===== config.mk =====
export PLATFORM = sky130hd
export DESIGN_NAME = grf_wb_arbiter
export DESIGN_NICKNAME = d
export VERILOG_FILES = /design/src/rtl/grf_wb_arbiter_pkg.sv /design/src/rtl/grf_wb_arbiter_fifo.sv /design/src/rtl/grf_wb_arbiter.sv
export SDC_FILE = /design/constraint.sdc
export NUM_CORES = 1
export LEC_CHECK = 0
export ABC_AREA = 1
export BUFFER_PORTS_ARGS = -buffer_cell sky130_fd_sc_hd__buf_2
export CAP_MARGIN = 20
export CORE_MARGIN = 2
export CORE_UTILIZATION = 58
export CTS_BUF_LIST = sky130_fd_sc_hd__clkbuf_2 sky130_fd_sc_hd__clkbuf_4 sky130_fd_sc_hd__clkbuf_8
export CTS_CLUSTER_SIZE = 14
export DETAILED_ROUTE_END_ITERATION = 10
export PLACE_DENSITY = 0.85
export SLEW_MARGIN = 20
export SYNTH_ARGS = -nofsm -noshare
export SYNTH_HDL_FRONTEND = slang
export SYNTH_HIERARCHICAL = 1
export SYNTH_SLANG_ARGS = --single-unit

===== constraint.sdc =====
create_clock -name clk -period 5.2 [get_ports clk]
set_clock_uncertainty 0.2 [all_clocks]
set_input_delay 0.52 -clock clk [delete_from_list [all_inputs] [get_ports clk]]
set_output_delay 0.52 -clock clk [all_outputs]
set_load 0.05 [all_outputs]

===== src/rtl/grf_wb_arbiter_pkg.sv =====
// ============================================================================
// grf_wb_arbiter_pkg : shared widths and writeback entry type for the GRF
//                      write-port arbiter.
// Revision: 1.0
// ============================================================================
`default_nettype none

package grf_wb_arbiter_pkg;

    localparam int REG_W  = 5;
    localparam int DATA_W = 32;

    typedef struct packed {
        logic [REG_W-1:0]  addr;
        logic [DATA_W-1:0] data;
        logic [DATA_W-1:0] pc;
    } wb_entry_t;

endpackage

`default_nettype wire


===== src/rtl/grf_wb_arbiter_fifo.sv =====
// ============================================================================
// grf_wb_fifo : DEPTH-entry synchronous FIFO of writeback entries, no
//               fall-through; reports full/empty/occupancy.
// Revision: 1.0
// ============================================================================
`default_nettype none

module grf_wb_fifo
    import grf_wb_arbiter_pkg::*;
#(
    parameter int DEPTH = 4
) (
    input  logic                     clk,
    input  logic                     reset,
    input  logic                     push,
    input  logic                     pop,
    input  wb_entry_t                wr_entry,
    output wb_entry_t                rd_entry,
    output logic                     full,
    output logic                     empty,
    output logic [$clog2(DEPTH):0]   count
);

    localparam int PTR_W = $clog2(DEPTH);
    localparam int CNT_W = PTR_W + 1;

    wb_entry_t        r_mem [DEPTH];
    logic [PTR_W-1:0] r_wr_ptr;
    logic [PTR_W-1:0] r_rd_ptr;
    logic [CNT_W-1:0] r_count;

    logic w_do_push;
    logic w_do_pop;

    assign w_do_push = push && !full;
    assign w_do_pop  = pop && !empty;

    assign full     = (r_count == CNT_W'(DEPTH));
    assign empty    = (r_count == '0);
    assign count    = r_count;
    assign rd_entry = r_mem[r_rd_ptr];

    // Storage carries no reset; only pointers and occupancy define validity.
    always_ff @(posedge clk) begin
        if (w_do_push) begin
            r_mem[r_wr_ptr] <= wr_entry;
        end
    end

    always_ff @(posedge clk or negedge reset) begin
        if (!reset) begin
            r_wr_ptr <= '0;
            r_rd_ptr <= '0;
            r_count  <= '0;
        end else begin
            if (w_do_push) begin
                r_wr_ptr <= r_wr_ptr + 1'b1;
            end
            if (w_do_pop) begin
                r_rd_ptr <= r_rd_ptr + 1'b1;
            end
            case ({w_do_push, w_do_pop})
                2'b10:   r_count <= r_count + 1'b1;
                2'b01:   r_count <= r_count - 1'b1;
                default: r_count <= r_count;
            endcase
        end
    end

endmodule

`default_nettype wire


===== src/rtl/grf_wb_arbiter.sv =====
// ============================================================================
// grf_wb_arbiter : merges pipeline and long-latency writebacks onto the single
//                  GRF write port, with pending scoreboard and starvation stall.
// Revision: 1.0
// ============================================================================
`default_nettype none

module grf_wb_arbiter
    import grf_wb_arbiter_pkg::*;
#(
    parameter int DEPTH        = 4,
    parameter int STARVE_LIMIT = 3
) (
    input  logic                     clk,
    input  logic                     reset,
    input  logic                     p_we,
    input  logic [REG_W-1:0]         p_addr,
    input  logic [DATA_W-1:0]        p_data,
    input  logic [DATA_W-1:0]        p_pc,
    input  logic                     l_valid,
    output logic                     l_ready,
    input  logic [REG_W-1:0]         l_addr,
    input  logic [DATA_W-1:0]        l_data,
    input  logic [DATA_W-1:0]        l_pc,
    input  logic                     iss_valid,
    input  logic [REG_W-1:0]         iss_dst,
    output logic                     we3,
    output logic [REG_W-1:0]         a3,
    output logic [DATA_W-1:0]        wd3,
    output logic [DATA_W-1:0]        pc_out,
    output logic [31:0]              pending,
    output logic                     stall_req,
    output logic                     waw_err,
    output logic [$clog2(DEPTH):0]   fifo_cnt
);

    localparam int WAIT_W = $clog2(STARVE_LIMIT + 1);

    wb_entry_t         w_wr_entry;
    wb_entry_t         w_head;
    logic              w_full;
    logic              w_empty;
    logic              w_push;
    logic              w_pop;
    logic [31:0]       w_pend_nxt;
    logic [WAIT_W-1:0] w_wait_nxt;

    logic [31:0]       r_pending;
    logic [WAIT_W-1:0] r_wait;
    logic              r_stall;
    logic              r_waw;

    assign w_wr_entry = '{addr: l_addr, data: l_data, pc: l_pc};

    // Readiness is gated by reset so nothing is handed over while held.
    assign l_ready = reset && !w_full;
    assign w_push  = l_valid && l_ready && (l_addr != '0);
    assign w_pop   = reset && !p_we && !w_empty;

    grf_wb_fifo #(
        .DEPTH    (DEPTH)
    ) u_fifo (
        .clk      (clk),
        .reset    (reset),
        .push     (w_push),
        .pop      (w_pop),
        .wr_entry (w_wr_entry),
        .rd_entry (w_head),
        .full     (w_full),
        .empty    (w_empty),
        .count    (fifo_cnt)
    );

    always_comb begin
        we3    = 1'b0;
        a3     = '0;
        wd3    = '0;
        pc_out = '0;
        if (reset) begin
            if (p_we) begin
                we3    = 1'b1;
                a3     = p_addr;
                wd3    = p_data;
                pc_out = p_pc;
            end else if (!w_empty) begin
                we3    = 1'b1;
                a3     = w_head.addr;
                wd3    = w_head.data;
                pc_out = w_head.pc;
            end
        end
    end

    // Clear first so a same-cycle issue to the same register wins.
    always_comb begin
        w_pend_nxt = r_pending;
        if (w_pop) begin
            w_pend_nxt[w_head.addr] = 1'b0;
        end
        if (iss_valid && (iss_dst != '0)) begin
            w_pend_nxt[iss_dst] = 1'b1;
        end
        w_pend_nxt[0] = 1'b0;
    end

    always_comb begin
        w_wait_nxt = r_wait;
        if (w_empty || w_pop) begin
            w_wait_nxt = '0;
        end else if (p_we && (r_wait != WAIT_W'(STARVE_LIMIT))) begin
            w_wait_nxt = r_wait + 1'b1;
        end
    end

    always_ff @(posedge clk or negedge reset) begin
        if (!reset) begin
            r_pending <= '0;
            r_wait    <= '0;
            r_stall   <= 1'b0;
            r_waw     <= 1'b0;
        end else begin
            r_pending <= w_pend_nxt;
            r_wait    <= w_wait_nxt;
            r_stall   <= (w_wait_nxt == WAIT_W'(STARVE_LIMIT));
            r_waw     <= p_we && (p_addr != '0) && r_pending[p_addr];
        end
    end

    assign pending   = r_pending;
    assign stall_req = r_stall;
    assign waw_err   = r_waw;

endmodule

`default_nettype wire


==> metrics <==
cts hold-fix bufs 69; Pwr Density 514 nW/um^2; M1 wire length 13200 um; routed len/inst 18.1 um; diode count 0; commonest non-fill, non-tap cell in the layout nand2_1; final net count 1689; fin crit share 75.9%; Cells after Synth 1220; placed insts 1739; Tmin final 3940 ps; DRT iter0 DRCs 1052; Worst Path Required 4480 ps; flop2flop setup slack 1910 ps; clk root buf clkbuf_8; Seq/Total Area, Yosys 66.4%; Synth Cell Area 14100 sq um; most frequent cells in the layout 279 x nand2_1, 276 x edfxtp_1, 253 x buf_2, 188 x inv_1, 138 x o211ai_1; DR vias/cell 5.66; #FFs+latches synth 318; RSZ-0062 raised after global routing no; Int Pwr 5080 uW; largest net degree at the start of global routing 167; Routed met3 length 2650 um; Leakage 0.00723 uW; sequential share of power 38.4%; sw frac 42.1%; Starting Density 58.6%; post-synth cell types 30; clk sinks 318; Inserted Clock Buffers 48; Rows 57; Syn Nets 1375; I/O pins 256; Slew @ Worst Pin 1070 ps; grt total ovfl 0; Sw Pwr 3690 uW; Hold/Removal Path Class in2reg; core area 24000 sq um; Post-CTS Setup Bufs 0; final antenna-violating net count 0; total track usage 26.2%; CP max FO 57; die width 160 um; Critical Path Start Type primary input; Peak VDD IR 0.000328 V; Fmax 253 MHz; combinational share of power 39.7%; clock slew at reported path FFs 60 ps; final hold viol count 0; Area Overhead vs Synth 21.2%; Max Slew Vio Count 0; initial antenna violation count 0; clk_lat worst skew 560 ps; Post-synth EDFFs 276; YS warnings 6; ys async rst share 13.2%; slew margin rel. 28.7%; Routed WL 34200 um; Post-CTS Resized 0; Crit Path Class in2out; CTS tree built; DRC Markers 0; final setup fails 0; share of cells above drive strength 1 22.2%; global-route wire length before repair 53100 um; routed wl met2 17500 um; routed vias 10700; PortBufs 254; post-detail-place hpwl 20400 um; Cell Count, Final, Fillers Out 1888; Syn Area/Cell 11.5 sq um; highest routed layer met4; die area 25500 sq um; CP Data Arrival Time 3220 ps; pre-CTS setup slack 1770 ps; setup slack after layout 1260 ps; Clock Path Buffers 3; Die Height 160 um; gp weighted congestion 0.933; status complete, no violations; CP Capture Type primary output; vias in the first global route 10600; drt pass-1 iters 5; Max-Cap Viols 0; Clock power frac 21.9%; top_reg_cell synth edfxtp_1; H-Tree Depth 2
==> cell families (layout without fill, tap and decap cells) <==
kind of cell	after synthesis	after routing	synth area share, %
compound gates	281	281	14.9
simple gates	349	349	9.81
other cells	1	1	0.0266
flops	318	318	66.4
buf+inv	262	606	8.10
xor+xnor	2	2	0.124
fa+ha+maj	7	7	0.676
==> metal layers <==
layer	up-vias	track usage [%]
li1	4964	-
met1	5110	32.1
met2	532	47.2
met3	82	4.39
met4	0	9.05
met5	-	0
==> per-stage QoR <==
step                      cell area, sq um  power (uW)  util [%]  hold WS [ps]  TNS (ps)
after CTS                            17100        8770      71.0          1.75         0
after detailed placement             15500        6820      64.4           291         0
after global routing                 17100        9220      71.0         0.854         0
final                                17100        8770      71.0          32.2         0
after floorplan                      14100        6020         -          24.4   -137200
after global placement               15500        6710      64.4           284         0
==> flip-flops by register name, indices dropped and copies added, names as in the netlist <==
signal,flops
u_fifo/r_mem,276
pending,31
u_fifo/count,3
r_wait,2
u_fifo/r_rd_ptr,2
u_fifo/r_wr_ptr,2
stall_req,1
waw_err,1
==> cell type report <==
| cell class | instances | area (sq um) |
|---|---|---|
| flip-flops and latches | 318 | 9340 |
| fillers | 1615 | 6980 |
| multi-input cells | 640 | 3620 |
| repair buffers | 336 | 2070 |
| clock buffers | 68 | 830 |
| inverters | 190 | 721 |
| well taps | 324 | 405 |
| clock inverters | 12 | 60.1 |
==> worst max-delay path, cell delays in order <==
cell and delay, ps:
dlygate4sd3_1 520, buf_4 100, buf_4 480, buf_4 650, nand2_1 220, a221oi_1 350, buf_2 310
==> path summary, 6_finish.rpt <==
check / start / cells past startpoint / end
min in group asynchronous: reset / 3 / pending[23]$_DFF_PN0_
worst min-delay path: l_data[24] / 1 / u_fifo/r_mem[2][56]$_DFFE_PP_
worst min register to register: u_fifo/count[0]$_DFFE_PN0P_ / 1 / u_fifo/count[0]$_DFFE_PN0P_
max in group asynchronous: reset / 4 / pending[27]$_DFF_PN0_
worst max-delay path: reset / 7 / a3[3]
worst max register to register: u_fifo/count[0]$_DFFE_PN0P_ / 14 / u_fifo/count[2]$_DFFE_PN0P_
==> power groups by stage <==
stage	Combinational [uW]	Clock (uW)	Sequential, uW
detailed placement	3410	0	3410
global placement	3310	0	3400
floorplan	2150	0	3870
CTS	3460	1940	3360
global route	3760	2050	3400
finish	3480	1920	3370
==> Yosys cell counts, types with 2 or more instances <==
master | count | area share (%)
a32o_1 | 64 | 4.6
a221oi_1 | 3 | 0.19
o211ai_1 | 138 | 7.4
o21ai_1 | 4 | 0.14
nand2_1 | 279 | 7.4
buf_2 | 28 | 1.0
inv_2 | 2 | 0.053
nand3_1 | 31 | 1.1
o31ai_1 | 5 | 0.27
buf_4 | 6 | 0.32
dfrtp_1 | 42 | 7.5
o21ai_0 | 63 | 2.2
nor3_1 | 3 | 0.11
clkbuf_1 | 23 | 0.61
a21oi_1 | 3 | 0.11
edfxtp_1 | 276 | 59
nor2_1 | 29 | 0.77
nand4_1 | 4 | 0.18
buf_6 | 13 | 1.0
xnor2_1 | 2 | 0.12
ha_1 | 6 | 0.53
inv_1 | 188 | 5.0
(Power assumes the default switching activity.)
